## src/rtl/exu_wb_buffer.sv

```systemverilog
// exu_wb_buffer: 2-entry elastic buffer between the ALU and writeback, with a
// register-lookup port for decode bypassing. Zero-latency path: define EXWB_BYPASS_EN.
module exu_wb_buffer #(
  parameter int WIDTH = 32,
  parameter int RD_W  = 5
) (
  input  logic             clk,
  input  logic             rst_n,
  input  logic             flush,
  input  logic             in_valid,
  output logic             in_ready,
  input  logic [WIDTH-1:0] in_result,
  input  logic [RD_W-1:0]  in_rd,
  input  logic             in_wen,
  input  logic [WIDTH-1:0] in_pc,
  output logic             out_valid,
  input  logic             out_ready,
  output logic [WIDTH-1:0] out_result,
  output logic [RD_W-1:0]  out_rd,
  output logic             out_wen,
  output logic [WIDTH-1:0] out_pc,
  input  logic [RD_W-1:0]  lkp_rs,
  output logic             lkp_hit,
  output logic [WIDTH-1:0] lkp_data,
  output logic [1:0]       occupancy
);

  logic [WIDTH-1:0] mem_result [2];
  logic [RD_W-1:0]  mem_rd     [2];
  logic             mem_wen    [2];
  logic [WIDTH-1:0] mem_pc     [2];

  logic       head;
  logic       tail;
  logic [1:0] count;

  logic stored_valid;
  logic in_wen_m;
  logic bypass;
  logic enq;
  logic deq;
  logic young;
  logic rs_nz;
  logic hit_young;
  logic hit_old;

  assign stored_valid = (count != 2'd0);
  assign in_ready     = (count != 2'd2);
  assign occupancy    = count;
  // Writes to x0 are architecturally void, so they never claim a destination.
  assign in_wen_m     = in_wen & (in_rd != '0);

`ifdef EXWB_BYPASS_EN
  assign bypass = ~stored_valid & in_valid & out_ready & ~flush;
`else
  assign bypass = 1'b0;
`endif

  assign enq = in_valid & in_ready & ~bypass;
  assign deq = stored_valid & out_ready;

  always_comb begin
    out_valid  = stored_valid | bypass;
    out_result = '0;
    out_rd     = '0;
    out_wen    = 1'b0;
    out_pc     = '0;
    if (bypass) begin
      out_result = in_result;
      out_rd     = in_rd;
      out_wen    = in_wen_m;
      out_pc     = in_pc;
    end else if (stored_valid) begin
      out_result = mem_result[head];
      out_rd     = mem_rd[head];
      out_wen    = mem_wen[head];
      out_pc     = mem_pc[head];
    end
  end

  // Youngest entry sits just behind the tail; with one entry that is the head.
  assign young     = ~tail;
  assign rs_nz     = (lkp_rs != '0);
  assign hit_young = stored_valid & mem_wen[young] & (mem_rd[young] == lkp_rs);
  assign hit_old   = (count == 2'd2) & mem_wen[head] & (mem_rd[head] == lkp_rs);

  always_comb begin
    lkp_hit  = rs_nz & (hit_young | hit_old);
    lkp_data = '0;
    if (rs_nz && hit_young)
      lkp_data = mem_result[young];
    else if (rs_nz && hit_old)
      lkp_data = mem_result[head];
  end

  always_ff @(posedge clk) begin
    if (!rst_n || flush) begin
      count <= 2'd0;
      head  <= 1'b0;
      tail  <= 1'b0;
    end else begin
      if (enq) tail <= ~tail;
      if (deq) head <= ~head;
      case ({enq, deq})
        2'b10:   count <= count + 2'd1;
        2'b01:   count <= count - 2'd1;
        default: count <= count;
      endcase
    end
  end

  // NOTE: storage is deliberately not reset; every read of it is qualified by count.
  always_ff @(posedge clk) begin
    if (enq) begin
      mem_result[tail] <= in_result;
      mem_rd[tail]     <= in_rd;
      mem_wen[tail]    <= in_wen_m;
      mem_pc[tail]     <= in_pc;
    end
  end

endmodule
```

## config.mk

```make
export PLATFORM = sky130hd
export DESIGN_NAME = exu_wb_buffer
export DESIGN_NICKNAME = d
export VERILOG_FILES = /design/src/rtl/exu_wb_buffer.sv
export SDC_FILE = /design/constraint.sdc
export NUM_CORES = 1
export LEC_CHECK = 0
export ABC_AREA = 1
export BUFFER_PORTS_ARGS = -buffer_cell sky130_fd_sc_hd__buf_2
export CAP_MARGIN = 20
export CORE_ASPECT_RATIO = 0.9
export CORE_MARGIN = 2
export CORE_UTILIZATION = 48
export DETAILED_ROUTE_END_ITERATION = 16
export PLACE_DENSITY = 0.77
export SLEW_MARGIN = 20
export SYNTH_ARGS = -nofsm -noshare
export SYNTH_HDL_FRONTEND = slang
export SYNTH_SLANG_ARGS = --single-unit
export TNS_END_PERCENT = 20
```

## constraint.sdc

```tcl
create_clock -name clk -period 4 [get_ports clk]
set_input_delay 0.4 -clock clk [delete_from_list [all_inputs] [get_ports clk]]
set_output_delay 0.4 -clock clk [all_outputs]
set_load 0.02 [all_outputs]
```

==> results.cfg, run 1 <==
[yosys]
synth.avg_cell_area_um2 = 9.558
yosysUniqueCellTypes = 23
synth_top_cell_by_area = edfxtp_1
synth_area_leaders = edfxtp_1, nand2_1, o21ai_0, a21oi_1, nand3b_1
synth_top_area_share_pct = 62.04
yosysSeqAreaShare_pct = 63.52
syn_inst = 709
syn-num-nets = 790
ys_warn_count = 0
synth_seq_cells = 145
syn_area_um2 = 6776

[route]
firstDrtPassIters = 5
wire_per_inst_um = 14.12
drt-initial-drc-count = 427
dr_total_vias = 5388
via_per_inst = 4.939
wl_um = 15410
ant_nets = 0
drc = 0

[worst_setup_path]
path_cells = inv_4 > nand2_1 > nand2_1 > nand2_1 > nand2_1 > nor2_1 > nand3_2 > buf_4 > inv_2 > nand2_1 > nand2_1 > buf_2
cp_max_fo = 44
criticalPathCategory = reg2out
r2r_setup_slack_ns = 1.53
end_kind = output pin
cpMaxStageDelayCell = dfxtp_2
path_common_cell = nand2_1
cp.required_ns = 3.60
cp.arrival_ns = 3.00
max_stage_delay_ns = 0.87
start_kind = register

[floorplan]
io_pins = 187
dieArea_um2 = 15090
chipWidth_um = 129.2
rows = 41
dieHeight_um = 116.7
core-area_um2 = 13900
initial_utilization_pct = 48.74

[sta]
period_needed_ns = 3.400
fin_worst_skew_ns = 0.01131
setup_viol = 0
post-route-period-util_pct = 85.00
hold_violations = 0
rsz0062_at_grt = no
worstMarginPinSlew_ns = 0.9337
maxSlewViolCount = 0
fmaxAchievable_ghz = 0.2941
max_slew_margin_pct = 37.61

[clocking]
cts_resized = 0
cts_root_buf = clkbuf_16
cts_made_buffers = 17
clk_pin_slew_worst_paths_ns = 0.06
htreeDepth = 4
cts_buffer_depth = 2
cts_hold_buf = 0
clk_latency_ns = 0.41
cts_tree = built
cts_sinks = 145
post_cts_buffers = 0

[power]
ir_worst_vdd_mv = 0.3026
p_per_area_nw_per_um2 = 426.1
p_leak_nw = 3.764
finalPower_mw = 3.596

[global_route]
grt_pass1_wl_um = 23870
grt_max_degree = 63
antenna_found_initial = 1
grt-ovfl-total = 0
grt_use_total_pct = 20.93
grt_pass1_vias = 4818

[placement]
gp_congestion = 0.8634
hpwlAfterDp_um = 10360
portBuffers = 186
placedInstanceArea_um2 = 7869

[finish]
design_area_um2 = 8439
num_antenna_cells = 0
final_cell_mix = nand2_1, buf_2, edfxtp_1, o21ai_0, inv_1
layout_commonest_cell = nand2_1
drive_gt1_share_pct = 26.50
fin_nets = 967
area_growth_syn_to_layout_pct = 24.54

[hold_path]
hp-class = in2reg

[run]
drv_cap = 0

[run_status]
outcome = finished, final reports clean
==> where the power goes <==
part / internal (mW) / total [mW] / switching [mW]
Sequential: 1.74 / 1.77 / 0.0270
Clock: 0.919 / 1.50 / 0.581
Combinational: 0.107 / 0.325 / 0.218
==> Yosys cell counts <==
master	count
inv_2	3
ha_1	1
edfxtp_1	140
dfxtp_1	5
buf_6	4
or4_1	1
a21oi_1	44
nor2_2	1
nor3_1	1
nor2_1	51
nand2_2	2
buf_2	6
inv_4	1
nand3b_1	29
nand3_1	16
clkbuf_1	23
nor2_4	1
o21ai_0	68
nand2_1	252
nand3_2	1
buf_4	3
buf_1	3
inv_1	53
==> through the flow <==
step           hold slack, ns  worst slack [ns]  util, %  std cells  TNS [ns]
4_1_cts                0.1518            0.5930    60.71       1091         0
6_report               0.1679            0.6001    60.71       1091         0
2_1_floorplan          0.4255           -0.3495        -        709    -24.47
3_5_place_dp           0.4466             1.042    56.60       1060         0
5_1_grt                0.1527            0.2559    60.71       1091         0
3_3_place_gp           0.4329             1.060    56.60       1060         0
==> sequential cells by signal (all words and copies together) (netlist names), named ones only <==
name        count
mem_wen         2
head            1
tail            1
mem_pc         64
mem_result     64
mem_rd         10
occupancy       2
==> cell families (layout without fill, tap and decap cells) <==
kind of cell	count (synthesis)	in the layout	share of synthesized area (%)
AND/OR/NAND/NOR	355	355	21.95
flip-flops	145	145	63.52
AO/OA/AOI/OAI	112	112	8.272
adder cells (fa/ha/maj)	1	1	0.1846
buffers and inverters	96	285	6.075
==> path summary, 6_finish.rpt <==
| kind | start | endpoint | depth (start not counted) |
|---|---|---|---|
| worst min-delay path | in_pc[18] | mem_pc[1][18] | 1 |
| worst max-delay path | tail | lkp_data[25] | 12 |
| worst min register to register | head | head | 1 |
| worst max register to register | tail | mem_pc[1][26] | 3 |
==> cell type report <==
cell class                 instances  area, µm²
inverter                          57      216.5
multi-input combinational        468       2076
clock inverter                    11      133.9
sequential                       145       4309
timing repair buffer             197       1026
clock buffer                      20      436.7
tap                              193      241.5
fill                            1176       5463
==> per-layer routing <==
metal | GRT usage, % | wire length, µm | share of wire [%]
met5 | 0 | 11 | 0.071
met4 | 9.348 | 313 | 2.0
met3 | 5.176 | 1064 | 6.9
met2 | 34.77 | 7588 | 49
met1 | 26.22 | 6432 | 42
==> critical path: cells and delay by family (launching register included) <==
family,cells,cell delay (ns)
flops,1,0.87
buf+inv,4,0.98
simple gates,8,0.70
(Power assumes the default switching activity.)
==> run 2, diff against run 1 <==
Settings changed: ABC_AREA 1 to 0, CORE_UTILIZATION 48 to 51, PLACE_DENSITY 0.77 to 0.79.
Clock period 4 ns to 3.3 ns, I/O delays scaled along.
==> results.cfg, run 2 <==
[floorplan]
initial_utilization_pct = 52.89
dieHeight_um = 107.9
io_pins = 187
dieArea_um2 = 12900
chipWidth_um = 119.5
rows = 37
core-area_um2 = 11570

[global_route]
antenna_found_initial = 2
grt_pass1_wl_um = 19920
grt_pass1_vias = 3903
grt-ovfl-total = 0
grt_use_total_pct = 20.44
grt_max_degree = 72

[clocking]
cts_sinks = 145
htreeDepth = 4
cts_root_buf = clkbuf_16
cts_buffer_depth = 2
clk_latency_ns = 0.40
cts_tree = built
cts_made_buffers = 17
clk_pin_slew_worst_paths_ns = 0.06
cts_hold_buf = 0

[sta]
worstMarginPinSlew_ns = 0.7623
rsz0062_at_grt = no
hold_violations = 0
setup_slack_ns = 0.2295
hold-worst-slack_ns = 0.1087
post-route-period-util_pct = 93.04
setup-tns-final_ns = 0
fin_worst_skew_ns = 0.003702
setup_viol = 0
fmaxAchievable_ghz = 0.3257
period_needed_ns = 3.070
maxSlewViolCount = 0
max_slew_margin_pct = 49.18

[yosys]
synth_top_cell_by_area = edfxtp_1
async_flop_share_pct = 0
ys_warn_count = 0
synth_flop_cell = edfxtp_1
synth-edff-count = 140
syn-num-nets = 474
synth_seq_cells = 145
yosysSeqAreaShare_pct = 70.32
synth_commonest_cells = edfxtp_1, nor2_1, mux2i_1
syn_area_um2 = 6121
synth_top_area_share_pct = 68.68
yosysUniqueCellTypes = 30
syn_inst = 393
synth_area_leaders = edfxtp_1, mux2i_1, nor2_1, a22o_1, dfxtp_1
yosysMostFrequentCell = edfxtp_1
synth.avg_cell_area_um2 = 15.57

[route]
firstDrtPassIters = 4
ant_nets = 0
dr_total_vias = 3945
drc = 0
wl_um = 13090
drt-initial-drc-count = 200
wire_per_inst_um = 17.29
via_per_inst = 5.211

[finish]
drive_gt1_share_pct = 40.10
instances_no_fill = 757
num_antenna_cells = 0
fin_nets = 670
layout_commonest_cell = buf_2
area_growth_syn_to_layout_pct = 28.29
fillers = 824
seq_area_um2 = 4312
final_cell_mix = buf_2, edfxtp_1, mux2i_1, nor2_1, a22o_1
multi_input_area_um2 = 1710
largestRegisters = mem_pc: 64 flops, mem_result: 64 flops, mem_rd: 10 flops

[placement]
dp.cells = 721
portBuffers = 186
dp_slack_ns = 0.06890
gp_congestion = 0.8049
hpwlAfterDp_um = 8578

[worst_setup_path]
r2r_setup_slack_ns = 1.03
start_kind = register
cp.arrival_ns = 2.74
cp_max_fo = 15
end_kind = output pin
cp.required_ns = 2.97
criticalPathCategory = reg2out

[power]
p_per_area_nw_per_um2 = 563.6
ir_worst_vdd_mv = 0.4824
p_leak_nw = 3.083
finalPower_mw = 4.426

[run_status]
outcome = finished, final reports clean

[run]
drv_cap = 0

[hold_path]
hp-class = in2reg
-- run 2: cell count changes after synthesis, sizes merged, moves of 15 or more --
cell,previous run,this run
nand3,17,1
clkbuf,23,8
a21oi,44,2
inv,57,2
o21ai,68,1
nand2,254,3
nor2,53,79
a22o,0,32
mux2i,0,78
nand3b,29,1
-- run 2: area by class of cell --
type / count / share of cell area (%)
flip-flops and latches: 145 / 54.91
multi-input cells: 225 / 21.78
repair buffers: 198 / 13.21
clock buffers: 17 / 5.417
well taps: 156 / 2.486
clock inverters: 14 / 2.103
inverters: 2 / 0.09560
-- run 2: where the power goes --
part           internal [mW]  total (mW)  leakage (nW)  switching [mW]
clock                   1.18        1.89         0.279           0.712
sequential              2.11        2.15          1.36          0.0365
combinational          0.137       0.384          1.45           0.247
total                   3.43        4.43          3.08           0.995
-- run 2: worst max-delay path, stage by stage, from the launching register on --
cell and delay, ns:
dfxtp_4 0.47, mux2i_1 0.33, xnor2_1 0.15, nor4_4 0.34, nand4_2 0.27, mux2i_4 0.27
buf_12 0.18, a22o_1 0.16, buf_2 0.16
-- run 2: path summary, 6_finish.rpt --
path | cells after the start | to | startpoint
setup / recovery | 8 | lkp_data[19] | register
hold / removal | 1 | mem_pc[1][7] | in_pc[7]
setup reg to reg | 7 | occupancy[1] | occupancy[1]
hold reg to reg | 2 | head | head
-- run 2: through the flow --
step	utilization, %	area, µm²
2_1_floorplan	-	6123
3_3_place_gp	62.12	7189
3_5_place_dp	62.12	7189
4_1_cts	67.79	7846
5_1_grt	67.85	7853
6_report	67.85	7853
-- run 2: kinds of logic after synthesis --
kind of cell             after synthesis  synth area share (%)
flip-flops                           145                 70.32
AND/OR/NAND/NOR                       94                 6.786
multiplexers                          78                 13.16
AO/OA/AOI/OAI                         38                 5.192
buffers and inverters                 24                 2.473
XOR/XNOR                              13                 1.860
adder cells (fa/ha/maj)                1                0.2044
-- run 2: repair_timing --
item,in CTS,in global routing
resized for setup,2,2
cloned,1,0
buffers inserted,4,0
setup endpoints to repair,32,32
hold endpoints to repair,0,0
-- run 2: layer usage --
layer	up-vias	wire length, µm	track usage, %	share of wire, %
met4	0	144	7.227	1.1
met2	163	6372	33.43	49
met3	11	1090	7.859	8.3
li1	1880	-	-	-
met1	1891	5485	25.10	42
met5	-	0	0	0
